### config.mk
export PLATFORM = sky130hd
export DESIGN_NAME = shift_rows_stream_flat
export DESIGN_NICKNAME = d
export VERILOG_FILES = /design/src/rtl/aes_pkg.sv /design/src/rtl/shift_rows_stream_if.sv /design/src/rtl/shift_rows_perm.sv /design/src/rtl/shift_rows_stream.sv /design/src/flat_wrapper.sv
export SDC_FILE = /design/constraint.sdc
export NUM_CORES = 1
export LEC_CHECK = 0
export CAP_MARGIN = 20
export CORE_MARGIN = 2
export CORE_UTILIZATION = 40
export DETAILED_ROUTE_END_ITERATION = 6
export PLACE_DENSITY = 0.7
export SETUP_SLACK_MARGIN = 0.15
export SYNTH_ARGS = -nofsm -noshare
export SYNTH_HDL_FRONTEND = slang
export SYNTH_SLANG_ARGS = --single-unit
### constraint.sdc
create_clock -name clk -period 8.1 [get_ports clk]
set_input_delay 1.215 -clock clk [delete_from_list [all_inputs] [get_ports clk]]
set_output_delay 1.215 -clock clk [all_outputs]
set_load 0.005 [all_outputs]
### src/rtl/aes_pkg.sv
// Shared Rijndael helpers: ShiftRows row offsets and byte placement for NB-column states.
package aes_pkg;

    localparam int unsigned NbAes   = 4;
    localparam int unsigned NbRijn6 = 6;
    localparam int unsigned NbRijn8 = 8;

    function automatic bit nb_legal(input int unsigned nb);
        return (nb == NbAes) || (nb == NbRijn6) || (nb == NbRijn8);
    endfunction

    // Row offset Cr; only the 8-column state spreads rows 2 and 3 further apart.
    function automatic int unsigned sr_offset(input int unsigned nb, input int unsigned row);
        if ((nb == NbRijn8) && (row >= 2)) begin
            return row + 1;
        end
        return row;
    endfunction

    // LSB of byte s[row][col] in a column-major state vector, s[0][0] in the top byte.
    function automatic int unsigned byte_lsb(input int unsigned nb, input int unsigned row,
                                             input int unsigned col);
        return 32 * nb - 8 - 8 * (4 * col + row);
    endfunction

endpackage

### src/rtl/shift_rows_stream_if.sv
// Handshake bus of the ShiftRows stream stage: producer side, consumer side and occupancy.
interface shift_rows_stream_if #(
    parameter int unsigned NB     = 4,
    parameter int unsigned TAG_W  = 4,
    parameter int unsigned FIFO_D = 2
);
    localparam int unsigned LvlW = $clog2(FIFO_D) + 1;

    logic              in_valid;
    logic              in_ready;
    logic              in_inv;
    logic [TAG_W-1:0]  in_tag;
    logic [32*NB-1:0]  in_data;
    logic              out_valid;
    logic              out_ready;
    logic [TAG_W-1:0]  out_tag;
    logic [32*NB-1:0]  out_data;
    logic [LvlW-1:0]   level;

    modport master (
        output in_valid, in_inv, in_tag, in_data, out_ready,
        input  in_ready, out_valid, out_tag, out_data, level
    );

    modport slave (
        input  in_valid, in_inv, in_tag, in_data, out_ready,
        output in_ready, out_valid, out_tag, out_data, level
    );

endinterface

### src/rtl/shift_rows_perm.sv
// Combinational ShiftRows / InvShiftRows byte permutation, wired entirely at elaboration.
module shift_rows_perm
    import aes_pkg::*;
#(
    parameter int unsigned NB = 4
) (
    input  logic [32*NB-1:0] data_i,
    input  logic             inv_i,
    output logic [32*NB-1:0] data_o
);

    if (!nb_legal(NB)) begin : g_bad_nb
        $fatal(1, "shift_rows_perm: NB must be 4, 6 or 8");
    end

    logic [32*NB-1:0] fwd_data;
    logic [32*NB-1:0] inv_data;

    for (genvar r = 0; r < 4; r++) begin : g_row
        for (genvar c = 0; c < NB; c++) begin : g_col
            localparam int unsigned Cr     = sr_offset(NB, r);
            localparam int unsigned SrcFwd = (c + Cr) % NB;
            localparam int unsigned SrcInv = (c + NB - Cr) % NB;
            localparam int unsigned DstLsb = byte_lsb(NB, r, c);
            localparam int unsigned FwdLsb = byte_lsb(NB, r, SrcFwd);
            localparam int unsigned InvLsb = byte_lsb(NB, r, SrcInv);

            assign fwd_data[DstLsb +: 8] = data_i[FwdLsb +: 8];
            assign inv_data[DstLsb +: 8] = data_i[InvLsb +: 8];
        end
    end

    assign data_o = inv_i ? inv_data : fwd_data;

endmodule

### src/rtl/shift_rows_stream.sv
// Registered ShiftRows/InvShiftRows stage with a small output FIFO and pass-through tag.
module shift_rows_stream
    import aes_pkg::*;
#(
    parameter int unsigned NB     = 4,
    parameter int unsigned TAG_W  = 4,
    parameter int unsigned FIFO_D = 2
) (
    input  logic                clk,
    input  logic                rst_n,
    shift_rows_stream_if.slave  bus_io
);

    localparam int unsigned    W         = 32 * NB;
    localparam int unsigned    PtrW      = $clog2(FIFO_D);
    localparam int unsigned    LvlW      = $clog2(FIFO_D) + 1;
    localparam logic [LvlW-1:0] LevelFull = LvlW'(FIFO_D);

    if ((FIFO_D < 2) || ((FIFO_D & (FIFO_D - 1)) != 0)) begin : g_bad_depth
        $fatal(1, "shift_rows_stream: FIFO_D must be a power of two >= 2");
    end
    if (TAG_W < 1) begin : g_bad_tag
        $fatal(1, "shift_rows_stream: TAG_W must be >= 1");
    end

    logic [W-1:0]     perm_data;
    logic [W-1:0]     mem_data_q [FIFO_D];
    logic [TAG_W-1:0] mem_tag_q  [FIFO_D];
    logic [PtrW-1:0]  wr_ptr_q, wr_ptr_d;
    logic [PtrW-1:0]  rd_ptr_q, rd_ptr_d;
    logic [LvlW-1:0]  level_q, level_d;
    logic             push;
    logic             pop;
    logic             head_valid;

    shift_rows_perm #(
        .NB (NB)
    ) u_perm (
        .data_i (bus_io.in_data),
        .inv_i  (bus_io.in_inv),
        .data_o (perm_data)
    );

    // in_ready depends on level_q alone, so a pop never opens a full FIFO in the same cycle.
    always_comb begin
        head_valid = (level_q != '0);
        push       = bus_io.in_valid && (level_q < LevelFull);
        pop        = head_valid && bus_io.out_ready;
        wr_ptr_d   = wr_ptr_q;
        rd_ptr_d   = rd_ptr_q;
        level_d    = level_q;
        if (push) begin
            wr_ptr_d = wr_ptr_q + PtrW'(1);
        end
        if (pop) begin
            rd_ptr_d = rd_ptr_q + PtrW'(1);
        end
        unique case ({push, pop})
            2'b10:   level_d = level_q + LvlW'(1);
            2'b01:   level_d = level_q - LvlW'(1);
            default: level_d = level_q;
        endcase
    end

    always_ff @(posedge clk or negedge rst_n) begin
        if (!rst_n) begin
            wr_ptr_q <= '0;
            rd_ptr_q <= '0;
            level_q  <= '0;
        end else begin
            wr_ptr_q <= wr_ptr_d;
            rd_ptr_q <= rd_ptr_d;
            level_q  <= level_d;
        end
    end

    // Storage has no reset; the head is masked whenever the FIFO is empty.
    always_ff @(posedge clk) begin
        if (push) begin
            mem_data_q[wr_ptr_q] <= perm_data;
            mem_tag_q[wr_ptr_q]  <= bus_io.in_tag;
        end
    end

    assign bus_io.in_ready  = (level_q < LevelFull);
    assign bus_io.out_valid = head_valid;
    assign bus_io.out_data  = head_valid ? mem_data_q[rd_ptr_q] : '0;
    assign bus_io.out_tag   = head_valid ? mem_tag_q[rd_ptr_q] : '0;
    assign bus_io.level     = level_q;

endmodule

### src/flat_wrapper.sv
// flat-port wrapper written by rule: the top's interface ports become plain ports
module shift_rows_stream_flat import aes_pkg::*;
#(
    parameter int unsigned NB     = 4,
    parameter int unsigned TAG_W  = 4,
    parameter int unsigned FIFO_D = 2
)
  (clk, rst_n, bus_io_in_valid, bus_io_in_inv, bus_io_in_tag, bus_io_in_data, bus_io_out_ready, bus_io_in_ready, bus_io_out_valid, bus_io_out_tag, bus_io_out_data, bus_io_level);
  shift_rows_stream_if #(.NB(NB), .TAG_W(TAG_W), .FIFO_D(FIFO_D)) bus_io_i ();
  input  logic clk;
  input  logic rst_n;
  input wire logic [$bits(bus_io_i.in_valid)-1:0] bus_io_in_valid;
  input wire logic [$bits(bus_io_i.in_inv)-1:0] bus_io_in_inv;
  input wire logic [$bits(bus_io_i.in_tag)-1:0] bus_io_in_tag;
  input wire logic [$bits(bus_io_i.in_data)-1:0] bus_io_in_data;
  input wire logic [$bits(bus_io_i.out_ready)-1:0] bus_io_out_ready;
  output wire logic [$bits(bus_io_i.in_ready)-1:0] bus_io_in_ready;
  output wire logic [$bits(bus_io_i.out_valid)-1:0] bus_io_out_valid;
  output wire logic [$bits(bus_io_i.out_tag)-1:0] bus_io_out_tag;
  output wire logic [$bits(bus_io_i.out_data)-1:0] bus_io_out_data;
  output wire logic [$bits(bus_io_i.level)-1:0] bus_io_level;
  assign bus_io_i.in_valid = bus_io_in_valid;
  assign bus_io_i.in_inv = bus_io_in_inv;
  assign bus_io_i.in_tag = bus_io_in_tag;
  assign bus_io_i.in_data = bus_io_in_data;
  assign bus_io_i.out_ready = bus_io_out_ready;
  assign bus_io_in_ready = bus_io_i.in_ready;
  assign bus_io_out_valid = bus_io_i.out_valid;
  assign bus_io_out_tag = bus_io_i.out_tag;
  assign bus_io_out_data = bus_io_i.out_data;
  assign bus_io_level = bus_io_i.level;
  shift_rows_stream #(.NB(NB), .TAG_W(TAG_W), .FIFO_D(FIFO_D)) u_core (.clk(clk), .rst_n(rst_n), .bus_io(bus_io_i));
endmodule
---- Word level (Yosys, flattened, before mapping) ----
Memories as Yosys holds them, arrays and structs flattened.
Index checks and enable logic that the tools add are counted.
storage, ports and cells
  RAM bits ................................ 264
  memories ................................ 2
  input port bits ......................... 137
  register bits ........................... 4
  output and inout port bits .............. 136
  word-level logic and storage cells ...... 22
memory list
  memory             words  bits a word  read ports  clocked after Yosys merged registers in  wr ports  RTL line                 source
  u_core.mem_data_q  2      128          1           0                                        1         shift_rows_stream.sv:27  logic [W-1:0] mem_data_q [FIFO_D];
  u_core.mem_tag_q   2      4            1           0                                        1         shift_rows_stream.sv:28  logic [TAG_W-1:0] mem_tag_q [FIFO_D];
operators by class
  equal/unequal tests ..................... 2
  mux-type cells .......................... 6
  add/subtract/negate cells ............... 4
  magnitude comparators ................... 1
  reduce and logical (&&, ||, !) cells .... 4
operators with widths
  operator                                                             count
  128-bit two-way mux                                                  1
  120-bit two-way mux                                                  1
  4-bit two-way mux                                                    1
  2-bit one-hot mux with 2 select lines                                1
  2-bit nonzero test                                                   2
  1-bit adder (second input constant)                                  2
  2-bit by 1-bit adder with 2-bit output (second input constant)       1
  2-bit by 1-bit == test with 1-bit output (second input constant)     1
  2-bit == test (second input constant)                                1
  1-bit logical AND                                                    2
  2-bit < comparator (second input constant)                           1
  1-bit two-way mux                                                    2
  2-bit by 1-bit subtractor with 2-bit output (second input constant)  1

---- Longest topological paths before layout ----
Gate-level depths: netlist (run 1).
  depth after elaboration ................. 4
  mapped depth ............................ 7
  depth with buffers taken out ............ 7

---- Hierarchy ----
From an unflattened synthesis (run 1), not the netlist that was laid out.
unflattened totals
  cell total of the unflattened synthesis .. 710
  area total of the unflattened synthesis .. 11737.5 um^2
modules (own cells, without submodules)
  module             instances  area an instance (um^2)  cells an instance  sequential area each (um^2)
  shift_rows_stream  1          10179.8                  575                8027.7
  shift_rows_perm    1          1557.7                   135                0.0

---- Least setup slack after synthesis (run 1) ----
Ideal clock, no wire load.
  path type ............................... in2reg
  start ................................... in bus_io_in_valid
  end ..................................... mem u_core.mem_data_q[0][0] in the netlist's numbering, enable pin
  arrival time ............................ 6.799 ns
  required time ........................... 7.475 ns
  setup slack ............................. 0.676 ns
  stages on the path ...................... 2
  buffers on the path ..................... 0
  library setup time ...................... 0.625 ns
  path through ............................ nand2_1 > nor2_1
on the way
  longest elaborated chain between the ends .. 3
RTL lines
  element                                  RTL line                 source
  start: declaration                       flat_wrapper.sv:12       input wire logic [$bits(bus_io_i.in_valid)-1:0] bus_io_in_valid;
  1-bit logical AND                        shift_rows_stream.sv:47  push = bus_io.in_valid && (level_q < LevelFull);
  1-bit two-way mux                        shift_rows_stream.sv:79  if (push) begin
  1-bit two-way mux (not written as such)  shift_rows_stream.sv:80  mem_data_q[wr_ptr_q] <= perm_data;
  end: declaration                         shift_rows_stream.sv:27
Every way passes these cells.

---- Worst setup path after layout (run 1) ----
  start ................................... reg u_core.rd_ptr_q
  end ..................................... out bus_io_out_data[98]
on the way
  longest elaborated chain between the ends .. 2
RTL lines
  element                   RTL line                 source
  start: declaration        shift_rows_stream.sv:30  logic [PtrW-1:0] rd_ptr_q, rd_ptr_d;
  start signal: assignment  shift_rows_stream.sv:72  rd_ptr_q <= rd_ptr_d;
  memory 2 x 128 bit        -
  128-bit two-way mux       shift_rows_stream.sv:87  assign bus_io.out_data = head_valid ? mem_data_q[rd_ptr_q] : '0;
  end: declaration          flat_wrapper.sv:20       output wire logic [$bits(bus_io_i.out_data)-1:0] bus_io_out_data;
Every way passes these cells.

==> results of run 1 <==
-- stage by stage --
| step | hold WS (ns) | instances |
|---|---|---|
| 5_1_grt | 0.605 | 1284 |
| 3_3_place_gp | 0.538 | 1230 |
| 2_1_floorplan | 0.461 | 646 |
| 6_report | 0.556 | 1284 |
| 4_1_cts | 0.557 | 1282 |
| 3_5_place_dp | 0.550 | 1231 |
-- metal layers --
metal / track usage, % / vias to the layer above
li1: - / 2959
met1: 20.3 / 2989
met2: 25.8 / 211
met3: 4.69 / 32
met4: 4.35 / 2
met5: 0 / -
-- cell families (layout without fill, tap and decap cells) --
family | Yosys count | in the layout | synth area share (%)
flip-flops | 268 | 268 | 73.1
adder cells (fa/ha/maj) | 1 | 1 | 0.114
buffers and inverters | 38 | 334 | 2.97
XOR/XNOR | 5 | 5 | 0.399
other | 0 | 1 | 0
multiplexers | 196 | 196 | 18.6
AND/OR/NAND/NOR | 138 | 138 | 4.83
-- cells in the mapped netlist --
cell        n  area (µm²)
buf_12      7         140
dfrtp_1     4         100
inv_1       2        7.51
and3_1      1        6.26
buf_4      12        90.1
buf_1       5        18.8
edfxtp_1  264        7930
buf_8       1        15.0
mux2i_1   132        1320
xnor2_1     4        35.0
nor2_1    134         503
ha_1        1        12.5
xor2_1      1        8.76
and2_1      1        6.26
mux2_2     64         721
nand2_1     1        3.75
buf_2      11        55.1
nor2_4      1        11.3
-- cell type report --
cell class,count,area [µm²]
multi-input combinational,340,2640
antenna,1,2.50
timing repair buffer,281,2820
clock buffer,30,729
inverter,2,7.51
clock inverter,21,183
sequential,268,8030
tap,341,427
fill,2215,12100
-- worst max path at each step --
stage                                         end  slack [ns]  cells past startpoint
final                         bus_io_out_data[98]        3.80                      4
after global routing          bus_io_out_data[70]        3.60                      4
after CTS                      bus_io_out_data[5]        3.33                      4
after detailed placement       bus_io_out_data[5]        3.92                      4
after global placement         bus_io_out_data[5]        3.99                      4
after floorplan           u_core.mem_data_q[0][0]        0.68                      2
-- power by group through the flow --
stage	clock, µW	combinational, µW	sequential (µW)
3_3_place_gp	0	1890	1940
3_5_place_dp	0	1910	1950
6_report	1260	1880	1910
4_1_cts	1290	1920	1920
2_1_floorplan	0	972	1940
5_1_grt	1350	2060	1940
-- worst max-delay path, cell delays in order (launching register included) --
cell	delay, ns
dfrtp_4	0.69
buf_4	0.83
mux2i_1	0.30
nor2_1	0.15
clkdlybuf4s50_1	0.51
-- registers in the layout (all words and copies together), names as in the netlist --
register and flops:
u_core.mem_tag_q 8, u_core.rd_ptr_q 1, u_core.bus_io.level 2, u_core.wr_ptr_q 1
u_core.mem_data_q 256
==> results.md, run 1 <==
- Outcome: finished clean
- Io pins: 273
- Comb power frac: 37.3%
- Mapped Area: 0.0110 mm²
- Largest net degree at the start of global routing: 88
- Finished Cell Area: 0.0148 mm²
- Avg WL per Cell: 18.1 µm
- Gates resized, CTS repair: 0
- Worst Tran Pin Value: 1.06 ns
- CTS tree: built
- Total grt overflow: 0
- Syn Inst Count: 646
- Die area: 0.0288 mm²
- Minimum clock period: 4.30 ns
- CTS Hold Bufs: 0
- Fin util: 55.1%
- Worst min path class: flop to flop
- Clk pwr share: 24.9%
- Worst slack at placement: 3.92 ns
- Worst VDD drop: 0.000200 V
- Critical Path AT: 3.08 ns
- Clk slew on worst S/H paths: 0.06 ns
- Switching fraction of total power: 28.7%
- Crit. Startpoint: u_core.rd_ptr_q
- Worst Hold Depth: 1
- CP endpoint kind: output port
- Met3 WL: 1890 µm
- R2r setup slk: 5.36 ns
- FF-to-FF path depth: 3
- Initial core utilization: 40.8%
- Leak: 0.00538 µW
- Input/output buffers: 272
- Sequential share of power: 37.8%
- Crit Path Max Fanout: 56
- Synthesized net count: 784
- Initial antenna violation count: 2
- Vias in the first global route: 6421
- # nets final: 1059
- Initial drt markers: 453
- Postcts setup bufs: 0
- Ys Warns: 0
- Critical path type: flop to output port
- Synth cell types: 18
- Most common cell after layout, fill and taps aside: clkdlybuf4s50_1
- Fin. max-slew vios: 0
- Met2 routed WL: 11000 µm
- Most frequent cells in the layout: 271 x clkdlybuf4s50_1, 264 x edfxtp_1, 133 x nor2_1, 132 x mux2i_1, 64 x mux2_2
- CTS root buf: clkbuf_16
- Worst skew pair latency: 0.53 ns
- Clock Skews: 0.00922 ns
- Core area: 0.0270 mm²
- Max frequency: 233 MHz
- FF-to-FF Start: u_core.bus_io.level[1]
- Post-DP HPWL: 14700 µm
- Area after DPL: 0.0139 mm²
- Total negative slack: 0 ns
- Max cap viols: 0
- Slew HR: 29.1%
- Syn-to-layout area delta: 35.1%
- Fraction of layout cells with a size suffix above 1: 12.7%
- Vias per cell: 4.82
- R2r endpoint: u_core.mem_data_q[1][36]
- Die width: 170 µm
- CTS Buffer Depth: 3
- DR pass1 iterations: 5
- H-tree depth reported by CTS: 1
- Met1 Wirelength: 9790 µm
- Syn_area_per_cell: 17.0 µm²
- Num rows: 60
- Num Clock Sinks: 268
- GRT Total Usage: 15.7%
- Tot Pwr: 5050 µW
- Die H: 170 µm
- #FFs+latches synth: 268
- Sequential-to-total area share from yosys stat: 73.1%
- Detail Route Antenna Nets: 0
- Wire length of the first global-routing pass: 35200 µm
- Final WS setup: 3.80 ns
- CTS Buf Count: 28
- RSZ-0062 raised after global routing: no
- Internal power: 3600 µW
- GP Congestion: 0.708
- Residual DRC: 0
- Final hold violation count: 0
- Switching Power: 1450 µW
- Worst EP required: 6.88 ns
- Max layer used: met5
- Worst Hold End: u_core.wr_ptr_q
- Total wire length: 23200 µm
- Vias: 6193
- Tcrit/Tclk final: 53.0%
- Pwr per Cell Area: 341 mW/mm²
- Hold wc startpoint: u_core.wr_ptr_q
- Worst setup SP type: flop
- Setup violators final: 0
Note: power is estimated with default switching activity, not from simulation.
==> run 2, diff against run 1 <==
--- a/config.mk
+++ b/config.mk
@@ -9,7 +9,7 @@
 export CORE_MARGIN = 2
 export CORE_UTILIZATION = 40
 export DETAILED_ROUTE_END_ITERATION = 6
-export PLACE_DENSITY = 0.7
+export PLACE_DENSITY = 0.73
 export SETUP_SLACK_MARGIN = 0.15
 export SYNTH_ARGS = -nofsm -noshare
 export SYNTH_HDL_FRONTEND = slang
==> constraint.sdc (replaced) <==
create_clock -name clk -period 3.76 [get_ports clk]
set_input_delay 0.564 -clock clk [delete_from_list [all_inputs] [get_ports clk]]
set_output_delay 0.564 -clock clk [all_outputs]
set_load 0.005 [all_outputs]
==> run 2 against run 1 <==
Effect of this change:
- wire length increased by 0.53%
- combinational power is 120% higher
- setup slack lost 3.0 ns
- worst hold slack worse by 0.33 ns
- clock skew rose by 0.0040 ns
- critical path depth stayed put
- critical path type unchanged
- largest cell class unchanged
- largest power group is now combinational logic
==> results.md, run 2 (synthesis results as in run 1) <==
- Crit Path Max Fanout: 49
- Most frequent cells in the layout: 271 x clkdlybuf4s50_1, 264 x edfxtp_1, 133 x nor2_1, 132 x mux2i_1, 64 x mux2_2
- Top reg by flops: u_core.mem_data_q
- DR pass1 iterations: 4
- CTS Hold Bufs: 0
- Setup violators final: 0
- Vias: 6263
- Vias in the first global route: 6567
- Initial drt markers: 313
- Number of flip-flops in the largest register: 256
- Outcome: finished clean
- CTS root buf: clkbuf_16
- Initial antenna violation count: 0
- Syn-to-layout area delta: 35.2%
- Input/output buffers: 272
- Postcts setup bufs: 0
- Largest net degree at the start of global routing: 73
- Worst setup SP type: flop
- Vias per cell: 4.87
- Clk slew on worst S/H paths: 0.06 ns
- Clock Skews: 0.0132 ns
- Worst min path class: input pin to asynchronous set/reset pin
- Worst EP required: 3.20 ns
- Post-DP HPWL: 14900 µm
- Initial core utilization: 40.8%
- GRT Total Usage: 15.6%
- Total negative slack: 0 ns
- Fin. max-slew vios: 0
- CTS Buf Count: 29
- Total wire length: 23300 µm
- Gates resized, CTS repair: 0
- Antenna Cells: 0
- Pwr per Cell Area: 729 mW/mm²
- Residual DRC: 0
- Num Clock Sinks: 268
- Die H: 170 µm
- Fill cells: 2145
- Minimum clock period: 2.99 ns
- Io pins: 273
- Worst Tran Pin Value: 0.862 ns
- Slew HR: 42.5%
- Max cap viols: 0
- RSZ-0062 raised after global routing: no
- H-tree depth reported by CTS: 1
- CP endpoint kind: output port
- Leak: 0.00538 µW
- Critical Path AT: 2.43 ns
- Wire length of the first global-routing pass: 35200 µm
- Die width: 170 µm
- Die area: 0.0288 mm²
- Tcrit/Tclk final: 79.5%
- Most common cell after layout, fill and taps aside: clkdlybuf4s50_1
- Tot Pwr: 10800 µW
- Detail Route Antenna Nets: 0
- Critical path type: flop to output port
- Total grt overflow: 0
- CTS tree: built
- Final hold violation count: 0
- Max frequency: 334 MHz
- Num rows: 60
- GP Congestion: 0.751
- Fraction of layout cells with a size suffix above 1: 12.1%
- Avg WL per Cell: 18.1 µm
- Worst VDD drop: 0.000638 V
- # nets final: 1062
- CTS Buffer Depth: 3
- Core area: 0.0270 mm²
- Worst skew pair latency: 0.53 ns
==> run 2: changes by cell type in the layout (fill, tap and decap cells not counted), sizes merged <==
cell	previous run	this run
clkinv	16	12
clkinvlp	2	0
diode	1	0
bufinv	3	2
clkbuf	30	38
buf	10	12
==> run 2: per-layer routing <==
layer / vias to the layer above / wire (µm) / GRT usage (%)
li1: 2970 / - / -
met1: 3040 / 9670 / 19.3
met2: 215 / 11300 / 26.8
met3: 38 / 1850 / 4.73
met4: 0 / 490 / 4.01
met5: - / 0 / 0
==> run 2: cell type report <==
cell class	count	area, µm²	area share (%)
Tap cell	341	427	2.87
Clock inverter	14	109	0.733
Clock buffer	38	759	5.11
Timing Repair Buffer	283	2880	19.4
Multi-Input combinational cell	340	2640	17.8
Sequential cell	268	8030	54.1
Inverter	2	7.51	0.0506
==> run 2: final timing paths <==
check | from | endpoint | slack (ns) | cells after the start
min reg2reg | u_core.wr_ptr_q | u_core.wr_ptr_q | 0.56 | 1
max | u_core.bus_io.level[0] | bus_io_out_data[35] | 0.77 | 4
max in group asynchronous | rst_n | u_core.rd_ptr_q | 3.35 | 1
min in group clk | u_core.wr_ptr_q | u_core.wr_ptr_q | 0.56 | 1
max reg2reg | u_core.bus_io.level[1] | u_core.mem_data_q[0][79] | 1.77 | 4
min | rst_n | u_core.bus_io.level[0] | 0.23 | 1
==> run 2: metrics by stage <==
step	instance area (µm²)	worst slack, ns	util [%]	std cells	hold slack [ns]
3_5_place_dp	14000	1.27	51.9	1234	0.555
5_1_grt	14900	0.611	55.1	1286	0.216
6_report	14900	0.769	55.1	1286	0.229
2_1_floorplan	11000	0.686	-	646	0.268
3_3_place_gp	14000	1.29	51.9	1234	0.538
4_1_cts	14900	0.681	55.1	1286	0.207
==> run 2: critical path, cell delays in order, from the launching register on <==
cell and delay (ns):
dfrtp_1 0.44, nor2_4 0.31, buf_4 0.49, nor2_1 0.13
clkdlybuf4s50_1 0.47
==> run 2: where the power goes <==
part	internal [µW]	switching, µW	total (µW)	leakage (µW)
Clock	1540	1070	2610	0.000422
Combinational	2250	1900	4150	0.00249
Sequential	3930	148	4070	0.00247
==> run 3, diff against run 2 <==
--- a/config.mk
+++ b/config.mk
@@ -9,7 +9,7 @@
 export CORE_MARGIN = 2
 export CORE_UTILIZATION = 40
 export DETAILED_ROUTE_END_ITERATION = 6
-export PLACE_DENSITY = 0.73
+export PLACE_DENSITY = 0.7
 export SETUP_SLACK_MARGIN = 0.15
 export SYNTH_ARGS = -nofsm -noshare
 export SYNTH_HDL_FRONTEND = slang
==> constraint.sdc (replaced) <==
create_clock -name clk -period 2.8 [get_ports clk]
set_input_delay 0.42 -clock clk [delete_from_list [all_inputs] [get_ports clk]]
set_output_delay 0.42 -clock clk [all_outputs]
set_load 0.005 [all_outputs]
==> run 3 against run 2 <==
Effect of this change:
- setup slack lost 0.56 ns
- non-clock buffer count rose by 15
- register-to-register slack lost 0.91 ns
- final area is 2.5% higher
- via count grew 1.8%
- clock skew shrank 0.0036 ns
- sequential share of layout area decreased by 1.3 points
- largest cell class unchanged
- highest routed layer unchanged
- sequential power is 34% higher
==> results.md, run 3 (synthesis results as in run 1) <==
- Die width: 170 µm
- Most frequent cells in the layout: 264 x edfxtp_1, 247 x clkdlybuf4s50_1, 132 x mux2i_1, 132 x nor2_1, 64 x mux2_2
- Vias in the first global route: 6501
- Leak: 0.00580 µW
- Input/output buffers: 272
- Worst stage delay on the critical path: 0.54 ns
- Fraction of layout cells with a size suffix above 1: 14.2%
- Tcrit/Tclk final: 92.5%
- Finished Cell Area: 0.0152 mm²
- Worst VDD drop: 0.000609 V
- Total grt overflow: 0
- Die area: 0.0288 mm²
- Num rows: 60
- Clk slew on worst S/H paths: 0.06 ns
- Area after DPL: 0.0140 mm²
- Largest delay share family, worst path: buffers and inverters
- Slew HR: 72.7%
- # placed instances: 1236
- Top reg by flops: u_core.mem_data_q
- Worst Path Buf+Inv: 3
- Worst min path class: input pin to asynchronous set/reset pin
- CTS Hold Bufs: 0
- Fill cells: 2137
- Fin. max-slew vios: 0
- Non-Filler Instances: 1299
- Avg WL per Cell: 19.4 µm
- Pwr per Cell Area: 991 mW/mm²
- Number of flip-flops in the largest register: 256
- RSZ-0062 raised after global routing: yes
- Worst EP required: 2.38 ns
- Initial core utilization: 40.8%
- Clock Skews: 0.00967 ns
- Worst setup SP type: flop
- Total wire length: 25200 µm
- Final hold violation count: 0
- Initial drt markers: 397
- Critical Path AT: 2.17 ns
- CTS Buffer Depth: 3
- Fin util: 56.5%
- Slowest-stage cell, CP: clkdlybuf4s50_1
- Syn-to-layout area delta: 38.5%
- GRT Total Usage: 15.7%
- Die H: 170 µm
- Setup violators final: 0
- # nets final: 1076
- Critical path type: flop to output port
- Worst Tran Pin Value: 0.410 ns
- Vias: 6374
- Most common cell after layout, fill and taps aside: edfxtp_1
- Tot Pwr: 15100 µW
- Crit-path cells: buf_4, buf_16, mux2i_1, nor2_1, clkdlybuf4s50_1
- CTS root buf: clkbuf_16
- Largest net degree at the start of global routing: 110
- GP Congestion: 0.750
- DR pass1 iterations: 4
- Io pins: 273
- Detail Route Antenna Nets: 0
- CP endpoint kind: output port
- Worst skew pair latency: 0.53 ns
- Residual DRC: 0
- Outcome: finished clean
- Post-DP HPWL: 14700 µm
- Core area: 0.0270 mm²
- CTS Buf Count: 28
- Minimum clock period: 2.59 ns
- Max frequency: 386 MHz
- CTS tree: built
- Num Clock Sinks: 268
- Initial antenna violation count: 1
- Hold WS: 0.0950 ns
- Vias per cell: 4.91
- H-tree depth reported by CTS: 1
- Crit Path Max Fanout: 11
- Wire length of the first global-routing pass: 35400 µm
- Max cap viols: 0
==> run 3: cell types whose count changed in the layout (fill, tap and decap cells not counted), sizes merged <==
cell / before / now
buf: 12 / 22
dlymetal6s2s: 0 / 24
clkdlybuf4s50: 271 / 247
clkbuf: 38 / 39
clkinv: 12 / 13
diode: 0 / 1
==> run 3: final cells by class <==
class / instances / area [µm²] / share of cell area [%]
diodes: 1 / 2.50 / 0.0164
well taps: 341 / 427 / 2.80
clock buffers: 34 / 744 / 4.89
flip-flops and latches: 268 / 8030 / 52.8
inverters: 2 / 7.51 / 0.0493
clock inverters: 15 / 116 / 0.765
multi-input cells: 340 / 2650 / 17.4
repair buffers: 298 / 3230 / 21.2
==> run 3: where the power goes <==
| group | switching [µW] | internal [µW] | leakage (µW) |
|---|---|---|---|
| clock | 1440 | 2050 | 0.000426 |
| combinational | 2780 | 3350 | 0.00291 |
| sequential | 193 | 5270 | 0.00247 |
==> run 3: routing by layer <==
metal	wire length [µm]	part of all wire (%)	global-route usage, %	up-vias
li1	-	-	-	2995
met1	10700	43	20.1	3127
met2	12200	48	26.3	217
met3	1860	7.4	4.62	35
met4	443	1.8	4.05	0
met5	0	0	0	-
==> run 3: path summary, 6_finish.rpt <==
| check | cells after the start | to | startpoint | slack (ns) |
|---|---|---|---|---|
| worst max-delay path | 5 | bus_io_out_data[21] | u_core.rd_ptr_q | 0.21 |
| worst min register to register | 1 | u_core.bus_io.level[0] | u_core.bus_io.level[0] | 0.58 |
| min in group clk | 1 | u_core.mem_data_q[0][120] | bus_io_in_data[120] | 0.47 |
| worst max register to register | 8 | u_core.bus_io.level[1] | u_core.bus_io.level[1] | 0.86 |
| worst min-delay path | 1 | u_core.bus_io.level[1] | rst_n | 0.1 |
| max in group asynchronous | 1 | u_core.rd_ptr_q | rst_n | 2.50 |
==> run 3: worst reg2reg max path: stages, from the launching register on <==
cell	delay, ns
dfrtp_1	0.44
nor2_4	0.16
buf_4	0.14
buf_6	0.21
inv_1	0.09
and2_1	0.20
ha_1	0.34
nor2_1	0.16
xnor2_1	0.13
==> run 3: repair_timing <==
item | 4_1_cts | 5_1_grt
cloned | 0 | 7
pin swaps | 0 | 6
setup endpoints to repair | 118 | 117
gates resized for setup | 3 | 36
buffers inserted | 0 | 6
==> run 3: per-stage QoR <==
stage                     setup slack (ns)  TNS (ns)
after CTS                           0.0839         0
after global placement               0.664         0
after global routing                 0.129         0
after detailed placement             0.606         0
after floorplan                     -0.185    -24.36
final                                0.210         0
==> patch (flow settings as in run 2) <==
`FIFO_D` is set to 2 in 3 places; all go to 4.
--- a/src/rtl/shift_rows_stream_if.sv
+++ b/src/rtl/shift_rows_stream_if.sv
@@ -4,3 +4,3 @@
     parameter int unsigned TAG_W  = 4,
-    parameter int unsigned FIFO_D = 2
+    parameter int unsigned FIFO_D = 4
 );
--- a/src/rtl/shift_rows_stream.sv
+++ b/src/rtl/shift_rows_stream.sv
@@ -6,3 +6,3 @@
     parameter int unsigned TAG_W  = 4,
-    parameter int unsigned FIFO_D = 2
+    parameter int unsigned FIFO_D = 4
 ) (
--- a/src/flat_wrapper.sv
+++ b/src/flat_wrapper.sv
@@ -5,3 +5,3 @@
     parameter int unsigned TAG_W  = 4,
-    parameter int unsigned FIFO_D = 2
+    parameter int unsigned FIFO_D = 4
 )
Ports: changed (resized bus_io_level); port bits go from 273 to 274. The function was not compared with the original's and may differ.
==> patch against run 2 <==
Critical path depth is the same; synthesized area rose by 92%; global-route usage up 0.56 points; worst setup slack got worse by 0.25 ns; combinational power rose by 69%; sequential cell count is 267 higher; power rose by 87%; design area rose by 79%; largest power group is now registers; die area rose by 89%; critical path type unchanged; largest cell class unchanged; sequential share of layout area up 6.2 points; synthesized cell count is 47% higher; wire length is 89% higher.
==> patch: results <==
{
  "io_buffers": 273,
  "buf_share_pct": 11.5,
  "multi_input_area_sq_mm": 0.00474,
  "netlist_top_cells_area": "edfxtp_1 75%, mux4_2 14%, and2_1 4.1%",
  "h-tree-depth": 2,
  "wl_met3_mm": 3.21,
  "cts_buffers": 56,
  "clock-sinks": 535,
  "syn-cell-area_sq_mm": 0.0211,
  "dp_slack_ns": 1.11,
  "inv_count": 7,
  "numPlacedInstances": 1874,
  "dpl-instance-area_sq_mm": 0.0247,
  "synth_xor_area_share_pct": 0.249,
  "synth_edf_count": 528,
  "largest_reg_flops": 512,
  "p_per_area_mw_per_mm2": 763,
  "syn_nets": 1090,
  "synth_cell_types": 20,
  "slowest_delay_ns": 0.64,
  "wl_met2_mm": 21.2,
  "path_max_fanout": 62,
  "clkLatencyLatePin_ns": 0.60,
  "status": "complete, no violations",
  "arrival_ns": 2.68,
  "yosysWarningCount": 0,
  "crit_slowest_cell": "or3_4",
  "buffers": 292,
  "crit_family": "simple AND/OR/NAND/NOR gates",
  "final-seq-area_sq_mm": 0.0160,
  "top_layer_used": "met5",
  "peakVddDrop_v": 0.000539,
  "async_reset_ff_share_pct": 1.31,
  "synth_fa_ha_area_share_pct": 0.392,
  "grtUsageTotal_pct": 16.2,
  "grt_pass1_wl_mm": 65.7,
  "gr-usage-met3_pct": 4.25,
  "grt_max_degree": 90,
  "multi_input_comb_cells": 352,
  "wl_met1_mm": 18.7,
  "wirelength_mm": 44.0,
  "synth_compound_area_share_pct": 0.0238,
  "clk_share_pct": 7.04,
  "grt_use_met1_pct": 21.4,
  "power_leakage_uw": 0.00854,
  "nClkBuffers": 63,
  "antenna_found_initial": 4,
  "drt_iter0_drc": 569,
  "fillCellCount": 4173,
  "grt_pass1_vias": 11100,
  "fin_nets": 1387,
  "dp_hpwl_mm": 25.2,
  "viasPerCell": 5.16,
  "seq_area_frac_synth_pct": 76.1
}
==> patch: changes by cell type after synthesis, moves of 4 or more <==
| cell | change |
|---|---|
| edfxtp_1 | +264 |
| buf_12 | -7 |
| buf_4 | -12 |
| mux2i_1 | -131 |
| clkbuf_1 | +21 |
| and2_1 | +136 |
| buf_1 | -5 |
| buf_2 | +13 |
| inv_1 | +5 |
| mux4_2 | +132 |
| ha_1 | +4 |
| buf_6 | +8 |
| nor2_1 | -133 |
==> patch: where the power goes <==
part           leakage [uW]  internal (uW)  switching [uW]  total (uW)
clock              0.000917           3320            2240        5560
sequential          0.00488           7500             191        7690
combinational       0.00275           4080            2950        7020
==> patch: worst register-to-register path, cell delays in order (launching register included) <==
cell and delay (ns):
dfrtp_1 0.41, or3_4 0.51, and2_1 0.31, ha_1 0.21
inv_1 0.06, fa_1 0.37, xor2_1 0.15, nor2_1 0.13
xnor2_1 0.13
==> patch: path summary, 6_finish.rpt <==
path,from,endpoint,slack [ns],depth (start not counted)
hold reg to reg,u_core.bus_io.level[0]$_DFFE_PN0P_,u_core.bus_io.level[0]$_DFFE_PN0P_,0.56,1
hold / removal,rst_n,u_core.bus_io.level[2]$_DFFE_PN0P_,0.25,1
setup / recovery,u_core.bus_io.level[0]$_DFFE_PN0P_,bus_io_out_data[114],0.51,4
max in group asynchronous,rst_n,u_core.rd_ptr_q[0]$_DFFE_PN0P_,3.19,1
min in group clk,u_core.bus_io.level[0]$_DFFE_PN0P_,u_core.bus_io.level[0]$_DFFE_PN0P_,0.56,1
setup reg to reg,u_core.bus_io.level[0]$_DFFE_PN0P_,u_core.bus_io.level[2]$_DFFE_PN0P_,1.40,8
